$ cat src/rtl/led_driver_pkg.sv
// Shared types and constants for the HUB75 LED panel driver.
package led_driver_pkg;

    typedef enum logic [1:0] {
        ST_IDLE,
        ST_SHIFT,
        ST_LATCH,
        ST_DISPLAY
    } state_t;

    localparam int MEM_R_DATA_WIDTH = 6;

    // Bit positions inside a mem_din word {b1,g1,r1,b0,g0,r0}
    localparam int DIN_R0 = 0;
    localparam int DIN_G0 = 1;
    localparam int DIN_B0 = 2;
    localparam int DIN_R1 = 3;
    localparam int DIN_G1 = 4;
    localparam int DIN_B1 = 5;

endpackage

$ cat src/rtl/led_bcm_timer.sv
// Binary-code-modulation on-time timer: counts one bit-plane display
// window and reports blanking after the configured on-count elapses.
module led_bcm_timer #(
    parameter int TW = 14
) (
    input  logic          clk,
    input  logic          rst,
    input  logic          load,
    input  logic [TW-1:0] total,
    input  logic [TW-1:0] on_cnt,
    output logic          blank,
    output logic          done
);

    logic [TW-1:0] el;
    logic [TW-1:0] total_q;
    logic [TW-1:0] on_q;

    always_ff @(posedge clk) begin
        if (rst) begin
            el      <= '0;
            total_q <= '0;
            on_q    <= '0;
        end else if (load) begin
            el      <= '0;
            total_q <= total;
            on_q    <= on_cnt;
        end else if (!done) begin
            el <= el + 1'b1;
        end
    end

    assign blank = (el >= on_q);
    // A zero-length window still finishes after one cycle
    assign done  = (({1'b0, el} + 1'b1) >= {1'b0, total_q});

endmodule

$ cat src/rtl/led_driver.sv
// HUB75 LED matrix driver: shifts pixel-pair columns, latches a scan row and
// shows each bit plane for a BCM-weighted time. LED_DRIVER_DBL_BUF_EN enables
// frame-buffer toggling on mem_buffer.
module led_driver
    import led_driver_pkg::*;
#(
    parameter int N_ROWS_MAX     = 64,
    parameter int N_COLS_MAX     = 256,
    parameter int BITDEPTH_MAX   = 8,
    parameter int LSB_BLANK_MAX  = 100,
    parameter int CTRL_REG_WIDTH = 32,
    localparam int MEM_R_ADDR_WIDTH = $clog2(N_ROWS_MAX * N_COLS_MAX) - 1,
    localparam int MEM_BIT_WIDTH    = $clog2(BITDEPTH_MAX)
) (
    input  logic                        clk,
    input  logic                        ctrl_rst,
    input  logic                        ctrl_en,
    input  logic [CTRL_REG_WIDTH-1:0]   ctrl_n_rows,
    input  logic [CTRL_REG_WIDTH-1:0]   ctrl_n_cols,
    input  logic [CTRL_REG_WIDTH-1:0]   ctrl_bitdepth,
    input  logic [CTRL_REG_WIDTH-1:0]   ctrl_lsb_blank,
    input  logic [CTRL_REG_WIDTH-1:0]   ctrl_brightness,
    output logic                        mem_clk,
    output logic                        mem_en,
    output logic                        mem_buffer,
    output logic [MEM_R_ADDR_WIDTH-1:0] mem_addr,
    output logic [MEM_BIT_WIDTH-1:0]    mem_bit,
    input  logic [MEM_R_DATA_WIDTH-1:0] mem_din,
    output logic                        disp_clk,
    output logic                        disp_blank,
    output logic                        disp_latch,
    output logic [4:0]                  disp_addr,
    output logic                        disp_r0,
    output logic                        disp_g0,
    output logic                        disp_b0,
    output logic                        disp_r1,
    output logic                        disp_g1,
    output logic                        disp_b1,
    output logic                        irq_disp_sync
);

    localparam int RW  = $clog2(N_ROWS_MAX + 1);
    localparam int SRW = $clog2(N_ROWS_MAX);
    localparam int CW  = $clog2(N_COLS_MAX + 1);
    localparam int BDW = $clog2(BITDEPTH_MAX + 1);
    localparam int LW  = $clog2(LSB_BLANK_MAX + 1);
    localparam int TW  = $clog2((LSB_BLANK_MAX << (BITDEPTH_MAX - 1)) + 1);
    localparam int PW  = TW + BDW;

    state_t state, state_nx;

    logic [RW-1:0]  rows_c;
    logic [CW-1:0]  cols_c;
    logic [BDW-1:0] bd_c, bright_c;
    logic [LW-1:0]  lsb_c;
    logic           cfg_ok;

    logic [SRW-1:0] cfg_srows;
    logic [CW-1:0]  cfg_cols;
    logic [BDW-1:0] cfg_bd, cfg_bright;
    logic [LW-1:0]  cfg_lsb;

    logic [CW:0]              sc;
    logic                     lc;
    logic [SRW-1:0]           row;
    logic [MEM_BIT_WIDTH-1:0] plane;
    logic [5:0]               data_q, pix;
    logic                     irq_q, buf_q;

    logic          shift_last, last_plane, last_row, frame_wrap, frame_end, cfg_load;
    logic [TW-1:0] bcm_total, bcm_on;
    logic          bcm_load, bcm_blank, bcm_done;

    assign rows_c   = RW'((ctrl_n_rows > CTRL_REG_WIDTH'(N_ROWS_MAX)) ? CTRL_REG_WIDTH'(N_ROWS_MAX) : ctrl_n_rows);
    assign cols_c   = CW'((ctrl_n_cols > CTRL_REG_WIDTH'(N_COLS_MAX)) ? CTRL_REG_WIDTH'(N_COLS_MAX) : ctrl_n_cols);
    assign bd_c     = BDW'((ctrl_bitdepth > CTRL_REG_WIDTH'(BITDEPTH_MAX)) ? CTRL_REG_WIDTH'(BITDEPTH_MAX) : ctrl_bitdepth);
    assign bright_c = BDW'((ctrl_brightness > CTRL_REG_WIDTH'(BITDEPTH_MAX)) ? CTRL_REG_WIDTH'(BITDEPTH_MAX) : ctrl_brightness);
    assign lsb_c    = LW'((ctrl_lsb_blank > CTRL_REG_WIDTH'(LSB_BLANK_MAX)) ? CTRL_REG_WIDTH'(LSB_BLANK_MAX) : ctrl_lsb_blank);
    assign cfg_ok   = (rows_c >= RW'(2)) && (cols_c != '0) && (bd_c != '0);

    assign shift_last = (sc == {cfg_cols, 1'b0});
    assign last_plane = (BDW'(plane) == cfg_bd - 1'b1);
    assign last_row   = (row == cfg_srows - 1'b1);
    assign frame_wrap = last_plane && last_row;
    assign frame_end  = (state == ST_DISPLAY) && bcm_done && frame_wrap && ctrl_en;
    assign cfg_load   = (state == ST_IDLE) || ((state == ST_DISPLAY) && bcm_done && frame_wrap);

    assign bcm_load  = (state == ST_LATCH) && lc;
    assign bcm_total = TW'(cfg_lsb) << plane;

    always_comb begin
        bcm_on = '0;
        if (cfg_bright < BDW'(BITDEPTH_MAX))
            bcm_on = TW'((PW'(bcm_total) * PW'(BDW'(BITDEPTH_MAX) - cfg_bright)) / PW'(BITDEPTH_MAX));
    end

    led_bcm_timer #(.TW(TW)) u_bcm (
        .clk    (clk),
        .rst    (ctrl_rst),
        .load   (bcm_load),
        .total  (bcm_total),
        .on_cnt (bcm_on),
        .blank  (bcm_blank),
        .done   (bcm_done)
    );

    always_ff @(posedge clk) begin
        if (ctrl_rst) state <= ST_IDLE;
        else          state <= state_nx;
    end

    always_comb begin
        state_nx = state;
        case (state)
            ST_IDLE:    if (cfg_ok) state_nx = ST_SHIFT;
            ST_SHIFT:   if (shift_last) state_nx = ST_LATCH;
            ST_LATCH:   if (lc) state_nx = ST_DISPLAY;
            ST_DISPLAY: if (bcm_done) state_nx = (frame_wrap && !cfg_ok) ? ST_IDLE : ST_SHIFT;
            default:    state_nx = ST_IDLE;
        endcase
        if (!ctrl_en) state_nx = ST_IDLE;
    end

    always_comb begin
        disp_blank = 1'b1;
        disp_latch = 1'b0;
        disp_clk   = 1'b0;
        mem_en     = 1'b0;
        pix        = '0;
        case (state)
            ST_SHIFT: begin
                mem_en   = !sc[0] && !shift_last;
                disp_clk = !sc[0] && (sc != '0);
                // Odd cycles present fresh memory data, even cycles hold it under the rising clock
                pix      = sc[0] ? mem_din : data_q;
            end
            ST_LATCH:   disp_latch = 1'b1;
            ST_DISPLAY: disp_blank = bcm_blank;
            default: ;
        endcase
    end

    always_ff @(posedge clk) begin
        if (ctrl_rst) begin
            cfg_srows  <= '0;
            cfg_cols   <= '0;
            cfg_bd     <= '0;
            cfg_lsb    <= '0;
            cfg_bright <= '0;
            sc         <= '0;
            lc         <= 1'b0;
            row        <= '0;
            plane      <= '0;
            data_q     <= '0;
            disp_addr  <= '0;
            irq_q      <= 1'b0;
        end else begin
            irq_q <= frame_end;
            if (cfg_load) begin
                cfg_srows  <= SRW'(rows_c >> 1);
                cfg_cols   <= cols_c;
                cfg_bd     <= bd_c;
                cfg_lsb    <= lsb_c;
                cfg_bright <= bright_c;
            end
            case (state)
                ST_IDLE: begin
                    sc    <= '0;
                    lc    <= 1'b0;
                    row   <= '0;
                    plane <= '0;
                end
                ST_SHIFT: begin
                    if (sc[0]) data_q <= mem_din;
                    if (shift_last) begin
                        sc        <= '0;
                        disp_addr <= 5'(row);
                    end else begin
                        sc <= sc + 1'b1;
                    end
                end
                ST_LATCH: lc <= ~lc;
                ST_DISPLAY: if (bcm_done) begin
                    if (!last_plane) begin
                        plane <= plane + 1'b1;
                    end else begin
                        plane <= '0;
                        row   <= last_row ? '0 : row + 1'b1;
                    end
                end
                default: ;
            endcase
        end
    end

`ifdef LED_DRIVER_DBL_BUF_EN
    always_ff @(posedge clk) begin
        if (ctrl_rst)       buf_q <= 1'b0;
        else if (frame_end) buf_q <= ~buf_q;
    end
`else
    assign buf_q = 1'b0;
`endif

    assign mem_clk       = clk;
    assign mem_buffer    = buf_q;
    assign mem_addr      = MEM_R_ADDR_WIDTH'(32'(row) * 32'(cfg_cols) + 32'(sc[CW:1]));
    assign mem_bit       = plane;
    assign irq_disp_sync = irq_q;
    assign disp_r0       = pix[DIN_R0];
    assign disp_g0       = pix[DIN_G0];
    assign disp_b0       = pix[DIN_B0];
    assign disp_r1       = pix[DIN_R1];
    assign disp_g1       = pix[DIN_G1];
    assign disp_b1       = pix[DIN_B1];

endmodule

$ cat config.mk
export PLATFORM = sky130hd
export DESIGN_NAME = led_driver
export DESIGN_NICKNAME = d
export VERILOG_FILES = /design/src/rtl/led_driver_pkg.sv /design/src/rtl/led_bcm_timer.sv /design/src/rtl/led_driver.sv
export SDC_FILE = /design/constraint.sdc
export NUM_CORES = 1
export LEC_CHECK = 0
export BUFFER_PORTS_ARGS = -buffer_cell sky130_fd_sc_hd__buf_2
export CELL_PAD_IN_SITES_DETAIL_PLACEMENT = 0
export CELL_PAD_IN_SITES_GLOBAL_PLACEMENT = 1
export CORE_ASPECT_RATIO = 0.5
export CORE_UTILIZATION = 42
export CTS_CLUSTER_SIZE = 14
export DETAILED_ROUTE_END_ITERATION = 12
export PLACE_DENSITY = 0.9
export SETUP_SLACK_MARGIN = 0.2
export SLEW_MARGIN = 20
export SYNTH_ARGS = -nofsm -noshare
export SYNTH_HDL_FRONTEND = slang
export SYNTH_HIERARCHICAL = 1
export SYNTH_SLANG_ARGS = --single-unit
export TNS_END_PERCENT = 50
$ cat constraint.sdc
create_clock -name clk -period 5.8 [get_ports clk]
set_input_delay 0.87 -clock clk [delete_from_list [all_inputs] [get_ports clk]]
set_output_delay 0.87 -clock clk [all_outputs]
set_load 0.01 [all_outputs]
==> results_dict.tcl, run 1 <==
set metrics [dict create \
    fin_area_sq_um 12400 \
    fmaxAchievable_ghz 0.180 \
    ir_worst_vdd_mv 0.132 \
    setup_viol 0 \
    hold-path-endpoint "data_q[0]" \
    period_share_pct 95.5 \
    cp-start-kind "flip-flop" \
    routabilityCongestion 0.872 \
    dieArea_sq_um 25600 \
    synth_warnings 6 \
    syn_avg_cell_area_sq_um 8.05 \
    max_slew.worst_pin.slew_ns 1.02 \
    clkTransAtPathRegs_ns 0.07 \
    worst_hold_path.num_cells 2 \
    critPathTopFamily "adder cells" \
    reg2reg_to "u_bcm/on_q[12]" \
    ys_ff_latch 106 \
    cpPeakStageDelay_ns 0.55 \
    wirelength_mm 27.3 \
    via_count 9599 \
    io_pins 203 \
    clk_latency_ns 0.48 \
    drive_gt1_share_pct 21.1 \
    finalCoreUtilization_pct 51.4 \
    finalClockSkew_ns 0.0109 \
    synth-edff-count 0 \
    wl_met3_mm 1.14 \
    cp_slowest_cell "fa_1" \
    initial_core_util_pct 43.2 \
    routed_via_density 5.24 \
    fp.dieH_um 114 \
    rsz0062_at_grt "true" \
    row_count 40 \
    syn_to_final_growth_pct 18.9 \
    syn-instance-count 1300 \
    timing.setup.tns_ns 0 \
    grt_pass1_wl_mm 44.9 \
    maxCapViolations 0 \
    cp_max_fo 5 \
    outcome "finished clean" \
    reg2reg_slack_ns 0.55 \
    ys_seq_area_share_pct 20.3 \
    drt_first_pass_iters 5 \
    grt_usage_pct 21.5 \
    met2WireLength_mm 13.0 \
    synth-async-reset-ratio_pct 0 \
    power.density_nw_per_um2 144 \
    worstSetupPathType "flip-flop to primary output" \
    io_buffers 201 \
    routedWlPerCell_um 14.9 \
    grt_max_degree 50 \
    hp-start "data_q[0]" \
    die_width_um 225 \
    netlist_area_sq_um 10500 \
    drt-met1-wl_mm 12.9 \
    hpwl_mm 21.8 \
    instances_no_fill 1832 \
    cp.arrival_ns 4.67 \
    nets 1825 \
    overflow 0 \
    timing.rr.start "mem_bit[1]" \
    yosysUniqueCellTypes 70 \
    cp_num_buf_inv 3 \
    rr_worst_depth 19 \
    antenna_left 0 \
    drcViolationCount 0 \
    crit_required_ns 4.93 \
    maxSlewViolCount 0 \
    crit_chain "and2_4 > fa_1 > inv_1 > fa_1 > fa_2 > inv_1 > fa_2 > ha_4 > nor3_4 > nor2_2 > a31oi_4 > nor2b_1 > o21a_1 > o41a_1 > xnor2_1 > buf_2" \
    finalCriticalPeriod_ns 5.54 \
    dp_cells 1795 \
    dr.first_iter.drc_count 608 \
    cts_tree "done" \
    hold_path.class "flip-flop to flip-flop" \
    critPathCaptureType "primary output" \
    p_leak_nw 5.66 \
    hold_violations 0 \
    antenna_found_initial 1 \
    slew_headroom_pct 31.7 \
    top_layer_used "met5" \
    placed_area_sq_um 11700 \
    core_area_sq_um 24200 \
    ys.flop_type "dfxtp_1" \
    synth_fp_nets 1635 \
    worstSetupStartpoint "row[2]" \
    grt_pass1_vias 9259 \
]
## power by group
| group | switching, W | internal (W) |
|---|---|---|
| clock network | 0.000320 | 0.000488 |
| logic | 0.000146 | 0.0000991 |
| registers | 0.0000107 | 0.000730 |
## what timing repair did
action	4_1_cts	5_1_grt
pin swaps	19	13
setup endpoints to repair	3	8
hold buffers	0	0
gates resized for setup	38	15
buffers inserted	15	2
## routing by layer
metal | GRT usage [%] | up-vias
met2 | 35.3 | 195
met1 | 29.9 | 4641
met3 | 3.43 | 32
met4 | 4.76 | 2
met5 | 0 | -
li1 | - | 4729
## worst reg2reg max path, cell delays in order (launching register included)
cell	delay, ns
dfxtp_4	0.46
mux2_2	0.37
o21ai_0	0.22
o22a_1	0.28
nor2_1	0.08
fa_1	0.49
inv_1	0.05
fa_1	0.46
fa_1	0.54
inv_1	0.07
fa_1	0.47
a211oi_1	0.29
o21bai_1	0.15
a31oi_1	0.23
o21ai_0	0.19
o41ai_2	0.29
xor2_1	0.22
nor2_1	0.06
mux2i_1	0.14
nor2_1	0.05
## placed cells by master (no fill, tap or decap), drive strengths merged, types with 14 or more instances in the layout
cell type / Yosys / routed
nor3: 30 / 30
a21oi: 65 / 65
o21ai: 26 / 26
inv: 173 / 175
nand4: 18 / 18
dfxtp: 106 / 106
xnor2: 46 / 46
nand3: 50 / 50
ha: 95 / 95
and3: 14 / 14
mux2i: 50 / 50
nor2: 145 / 145
nor4: 39 / 39
fa: 71 / 71
xor2: 22 / 22
buf: 22 / 239
nand2: 102 / 102
and2: 30 / 30
nor2b: 24 / 24
## stage by stage
step	setup WS, ns	hold slack (ns)	power, W
6_report	0.259	0.461	0.00179
5_1_grt	0.0858	0.486	0.00187
4_1_cts	0.130	0.462	0.00181
3_5_place_dp	0.341	0.452	0.00102
3_3_place_gp	0.434	0.442	0.00101
2_1_floorplan	0.516	0.436	0.000923
## cell usage after synthesis, types with 37 or more instances
cell type    n  area (sq um)
nor2_1     145           544
clkbuf_1    38           143
nand2_1    102           383
dfxtp_1    106          2120
inv_1      173           649
a21oi_1     65           325
nor4_1      37           231
ha_1        95          1190
xnor2_1     46           403
fa_1        71          1420
nand3_1     49           245
mux2i_1     50           500
## cell families after synthesis
family          after synthesis  share of synthesized area (%)
compound gates              173                           10.7
xor+xnor                     69                           5.92
fa+ha+maj                   166                           24.9
buf+inv                     236                           9.42
flops                       106                           20.3
mux                          55                           5.32
other cells                   1                         0.0358
simple gates                494                           23.4
## area by class of cell
type	count	area (sq um)
fillers	2286	11800
repair buffers	238	1290
flip-flops and latches	106	2170
multi-input cells	958	7500
diodes	1	2.50
well taps	336	420
clock buffers	14	319
inverters	173	649
clock inverters	6	96.3
## worst max path at each step
| stage | endpoint | slack, ns | cells after the start |
|---|---|---|---|
| floorplan | mem_addr[12] | 0.52 | 17 |
| global placement | u_bcm/on_q[12] | 0.43 | 19 |
| detailed placement | u_bcm/on_q[12] | 0.34 | 19 |
| CTS | mem_addr[12] | 0.13 | 16 |
| global route | mem_addr[12] | 0.09 | 16 |
| finish | mem_addr[12] | 0.26 | 16 |
## sequential cells by signal, indices dropped and copies added, names as in the netlist
name / flops
data_q: 6
u_bcm/on_q: 14
state: 2
sc: 10
u_bcm/total_q: 14
cfg_bright: 4
cfg_srows: 6
mem_bit: 3
disp_addr: 5
row: 6
u_bcm/el: 14
irq_disp_sync: 1
lc: 1
cfg_bd: 4
cfg_lsb: 7
cfg_cols: 9
Note: power is estimated with default switching activity, not from simulation.
==> inputs of run 2 (changes only) <==
- CORE_UTILIZATION: 42 -> 38
- PLACE_DENSITY: 0.9 -> 0.83
==> results_dict.tcl, run 2 (same netlist as run 1, synthesis figures left out) <==
set metrics [dict create \
    routabilityCongestion 0.818 \
    nets 1828 \
    core_area_sq_um 26700 \
    hpwl_mm 21.6 \
    period_share_pct 97.9 \
    cp-start-kind "flip-flop" \
    grt_pass1_wl_mm 44.6 \
    worstSetupPathType "flip-flop to primary output" \
    switching_share_pct 27.0 \
    clk_latency_ns 0.47 \
    routedWlPerCell_um 14.5 \
    io_pins 203 \
    wirelength_mm 26.7 \
    reg2reg_to "u_bcm/on_q[12]" \
    timing.setup.tns_ns 0 \
    p_total_w 0.00173 \
    drive_gt1_share_pct 20.8 \
    slew_headroom_pct 42.9 \
    rsz0062_at_grt "true" \
    worstSetupStartpoint "row[2]" \
    finalClockSkew_ns 0.00577 \
    max_slew.worst_pin.slew_ns 0.854 \
    dieArea_sq_um 28300 \
    syn_to_final_growth_pct 18.8 \
    p_int_w 0.00126 \
    pwr-share-clk_pct 43.0 \
    pwr-share-comb_pct 14.1 \
    grt_pass1_vias 9258 \
    hold_path.class "flip-flop to flip-flop" \
    worst_hold_path.num_cells 2 \
    fill_cells 2575 \
    final_cell_mix "buf_2, inv_1, nor2_1" \
    cts_tree "done" \
    overflow 0 \
    drt_first_pass_iters 5 \
    rr_worst_depth 19 \
    power.density_nw_per_um2 139 \
    hold_violations 0 \
    diodes 0 \
    io_buffers 201 \
    maxCapViolations 0 \
    p_leak_nw 5.65 \
    antenna_left 0 \
    cp.arrival_ns 4.81 \
    cp_max_fo 5 \
    hold-path-endpoint "data_q[5]" \
    layout.area.seq_sq_um 2160 \
    postCtsHoldBufs 0 \
    p_seq_share_pct 42.9 \
    timing.rr.start "mem_bit[1]" \
    fp.dieH_um 119 \
    crit_required_ns 4.93 \
    drcViolationCount 0 \
    fmaxAchievable_ghz 0.176 \
    maxSlewViolCount 0 \
    hold-worst-slack_ns 0.455 \
    setup_viol 0 \
    antenna_found_initial 1 \
    routed_via_density 5.12 \
    reg2reg_slack_ns 0.61 \
    dr.first_iter.drc_count 375 \
    die_width_um 237 \
    multi_input_area_sq_um 7490 \
    row_count 42 \
    initial_core_util_pct 39.1 \
    switching_power_w 0.000467 \
    fin_area_sq_um 12400 \
    final_common_cell "buf_2" \
    clkTransAtPathRegs_ns 0.07 \
    placed_area_sq_um 11800 \
    grt_max_degree 55 \
    critPathCaptureType "primary output" \
    ir_worst_vdd_mv 0.141 \
    finalCriticalPeriod_ns 5.68 \
    largest_registers "u_bcm/el (14), u_bcm/on_q (14), u_bcm/total_q (14)" \
    hp-start "data_q[5]" \
    via_count 9466 \
    outcome "finished clean" \
    grt_usage_pct 19.2 \
]
[run 2: cell types whose count changed in the layout (fill, tap and decap cells not counted), moves of 2 or more]
cell,before,now
buf_4,36,39
and2_1,25,27
and2_4,5,3
clkbuf_1,0,2
clkinvlp_4,1,3
dfxtp_2,2,4
dfxtp_4,12,10
fa_1,69,71
fa_2,2,0
inv_1,171,173
inv_2,2,0
[run 2: layer usage]
layer	vias up	global-route usage (%)	wire length, um
met4	2	4.26	248
met2	135	32.0	13000
li1	4737	-	-
met5	-	0	13
met3	23	2.97	837
met1	4569	26.1	12700
[run 2: critical path, cell delays in order, from the launching register on]
cell and delay [ns]:
dfxtp_4 0.37, and2_4 0.16, fa_1 0.54, inv_1 0.05, fa_1 0.47, fa_1 0.51, inv_1 0.05, fa_1 0.50
ha_4 0.21, nor3_2 0.15, o211ai_1 0.16, a31oi_4 0.21, nor2b_1 0.06, o21a_1 0.20, o41a_1 0.39, xnor2_1 0.15
buf_2 0.15
[run 2: what timing repair did]
item	in CTS	in global routing
setup buffers	5	10
pin swaps	8	18
endpoints found under the setup margin	3	6
gates cloned	0	0
gates resized for setup	23	23
[run 2: worst max path at each step]
stage	end	depth (start not counted)
finish	mem_addr[12]	16
global route	mem_addr[12]	16
CTS	mem_addr[12]	16
detailed placement	mem_addr[12]	15
global placement	mem_addr[12]	15
floorplan	mem_addr[12]	17
[run 2: cell type report]
cell class,instances,area share [%]
clock buffer,15,2.52
inverter,173,5.22
timing repair buffer,241,10.6
clock inverter,5,0.513
sequential,106,17.4
tap,352,3.54
multi-input combinational,958,60.2
[run 2: through the flow]
stage	setup slack (ns)	cells	util [%]
after floorplan	0.516	1300	-
after CTS	0.106	1840	45.8
after global routing	-0.0654	1850	46.5
after global placement	0.386	1816	44.0
final	0.120	1850	46.5
after detailed placement	0.354	1816	44.0
[run 2: power groups by stage]
stage,sequential (W),combinational [W],clock (W)
floorplan,0.000760,0.000149,0.0000142
global placement,0.000764,0.000237,0.0000104
detailed placement,0.000764,0.000243,0.0000104
CTS,0.000745,0.000244,0.000764
global route,0.000744,0.000271,0.000795
finish,0.000743,0.000244,0.000743
==> inputs of run 3 (changes only) <==
- ABC_AREA: unset -> 1
- PLACE_DENSITY: 0.83 -> 0.86
==> results_dict.tcl, run 3 <==
set metrics [dict create \
    syn_avg_cell_area_sq_um 6.78 \
    dr.first_iter.drc_count 571 \
    fmaxAchievable_ghz 0.186 \
    largest_registers "u_bcm/el (14), u_bcm/on_q (14), u_bcm/total_q (14)" \
    syn-instance-count 1573 \
    ir_worst_vdd_mv 0.139 \
    routabilityCongestion 0.860 \
    reg2reg_slack_ns 0.62 \
    synth_common_cells "inv_1, nor2_1, nand2_1, dfxtp_1, ha_1" \
    hold_path.class "flip-flop to flip-flop" \
    grt_pass1_vias 9866 \
    row_count 42 \
    antenna_left 0 \
    maxCapViolations 0 \
    dieArea_sq_um 28800 \
    synth_fp_nets 1908 \
    wirelength_mm 28.3 \
    rsz0062_at_grt "true" \
    antenna_found_initial 1 \
    crit_required_ns 4.93 \
    synth-edff-count 0 \
    synth.most_common_cell "inv_1" \
    cp_max_fo 11 \
    syn_to_final_growth_pct 17.5 \
    drive_gt1_share_pct 16.9 \
    finalCoreUtilization_pct 46.4 \
    netlist_area_sq_um 10700 \
    final_common_cell "inv_1" \
    fp.dieH_um 120 \
    synth_top_area_share_pct 19.9 \
    synth_area_leader_cell "dfxtp_1" \
    cts_tree "done" \
    finalClockSkew_ns 0.00949 \
    synth_warnings 6 \
    core_area_sq_um 27000 \
    ys_ff_latch 106 \
    io_pins 203 \
    max_slew.worst_pin.slew_ns 1.04 \
    period_share_pct 92.5 \
    setup_viol 0 \
    grt_pass1_wl_mm 48.3 \
    hold_violations 0 \
    clk_latency_ns 0.47 \
    via_count 10000 \
    worstSetupPathType "flip-flop to primary output" \
    die_width_um 239 \
    ys.flop_type "dfxtp_1" \
    postCtsHoldBufs 0 \
    hpwl_mm 22.7 \
    p_leak_nw 6.30 \
    power.density_nw_per_um2 246 \
    fill_cells 2895 \
    clkTransAtPathRegs_ns 0.08 \
    io_buffers 201 \
    routedWlPerCell_um 13.3 \
    routed_via_density 4.70 \
    timing.setup.tns_ns 0 \
    synthTopCellsByArea "dfxtp_1, fa_1, ha_1" \
    nets 2091 \
    outcome "finished clean" \
    synth-async-reset-ratio_pct 0 \
    grt_max_degree 56 \
    drcViolationCount 0 \
    slew_headroom_pct 30.3 \
    yosysUniqueCellTypes 52 \
    finalCriticalPeriod_ns 5.37 \
    critPathCaptureType "primary output" \
    cp.arrival_ns 4.50 \
    overflow 0 \
    maxSlewViolCount 0 \
    final_cell_mix "inv_1, nor2_1, nand2_1" \
    drt_first_pass_iters 5 \
    initial_core_util_pct 39.5 \
    diodes 0 \
    cp-start-kind "flip-flop" \
    grt_usage_pct 20.8 \
    ys_seq_area_share_pct 19.9 \
]
-- run 3: cell types whose count changed in the layout (fill, tap and decap cells not counted), moves of 17 or more --
cell     change
and2_1      -24
nor2b_1     -24
nor2_1     +138
buf_4       -24
a21oi_1     +23
nor4_1      -21
inv_1      +113
o21ai_1     +17
xnor2_1     -34
o21ai_0     +39
mux2i_1     -49
nand2_1    +172
-- run 3: report_power, final --
group | leakage, nW | total, W | switching, W | internal, W
Clock | 0.191 | 0.000753 | 0.000312 | 0.000441
Combinational | 5.24 | 0.00142 | 0.000898 | 0.000517
Sequential | 0.874 | 0.000914 | 0.000108 | 0.000805
-- run 3: layer usage --
layer  part of all wire, %  GRT usage (%)
met4                  0.92           3.93
met1                    51           29.5
met5                 0.057              0
met2                    45           33.5
met3                   3.7           3.20
-- run 3: critical path: stages, from the launching register on --
cell and delay (ns):
dfxtp_4 0.42, nand2_1 0.09, fa_1 0.50, fa_1 0.52, fa_1 0.54, inv_1 0.05
fa_1 0.51, ha_2 0.31, a21oi_2 0.16, o21ai_2 0.08, a21oi_2 0.17, o21ai_2 0.10
a21oi_2 0.12, nor2_1 0.06, nor2_1 0.12, xnor2_1 0.12, buf_2 0.14
-- run 3: logic make-up (layout without fill, tap and decap cells) --
kind of cell / after synthesis / after routing / synth area share [%]
XOR/XNOR: 48 / 48 / 4.07
adder cells (fa/ha/maj): 166 / 166 / 24.5
flip-flops: 106 / 106 / 19.9
AO/OA/AOI/OAI: 228 / 228 / 12.2
other: 1 / 1 / 0.0352
buffers and inverters: 341 / 528 / 12.5
multiplexers: 1 / 1 / 0.0938
AND/OR/NAND/NOR: 682 / 682 / 26.6
-- run 3: layout make-up --
class                   count  area, sq um  share of cell area [%]
clock inverters             5         63.8                   0.509
inverters                 292         1100                    8.74
clock buffers              14          319                    2.54
well taps                 374          468                    3.73
repair buffers            217         1130                    9.01
flip-flops and latches    106         2170                    17.3
multi-input cells        1126         7290                    58.1
-- run 3: final timing paths --
| path | startpoint | to | cells past startpoint |
|---|---|---|---|
| max | row[4] | mem_addr[12] | 16 |
| min | u_bcm/on_q[0] | u_bcm/on_q[0] | 2 |
| max reg2reg | mem_bit[2] | u_bcm/on_q[12] | 23 |
| min reg2reg | u_bcm/on_q[0] | u_bcm/on_q[0] | 2 |
-- run 3: per-stage QoR --
step           hold WS, ns  area [sq um]  setup WS [ns]  instances  power, W
3_5_place_dp         0.461         12000          0.515       2107   0.00236
4_1_cts              0.473         12400          0.184       2125   0.00311
5_1_grt              0.492         12500          0.160       2134   0.00341
2_1_floorplan        0.442         10700          0.652       1573   0.00203
6_report             0.473         12500          0.432       2134   0.00308
3_3_place_gp         0.456         12000          0.569       2107   0.00234
-- run 3: timing repair --
action / in CTS / in global routing
gates resized for setup: 12 / 41
pin swaps: 0 / 12
setup buffers: 0 / 9
endpoints found under the hold margin: 0 / 0
endpoints found under the setup margin: 3 / 9
cloned: 0 / 0
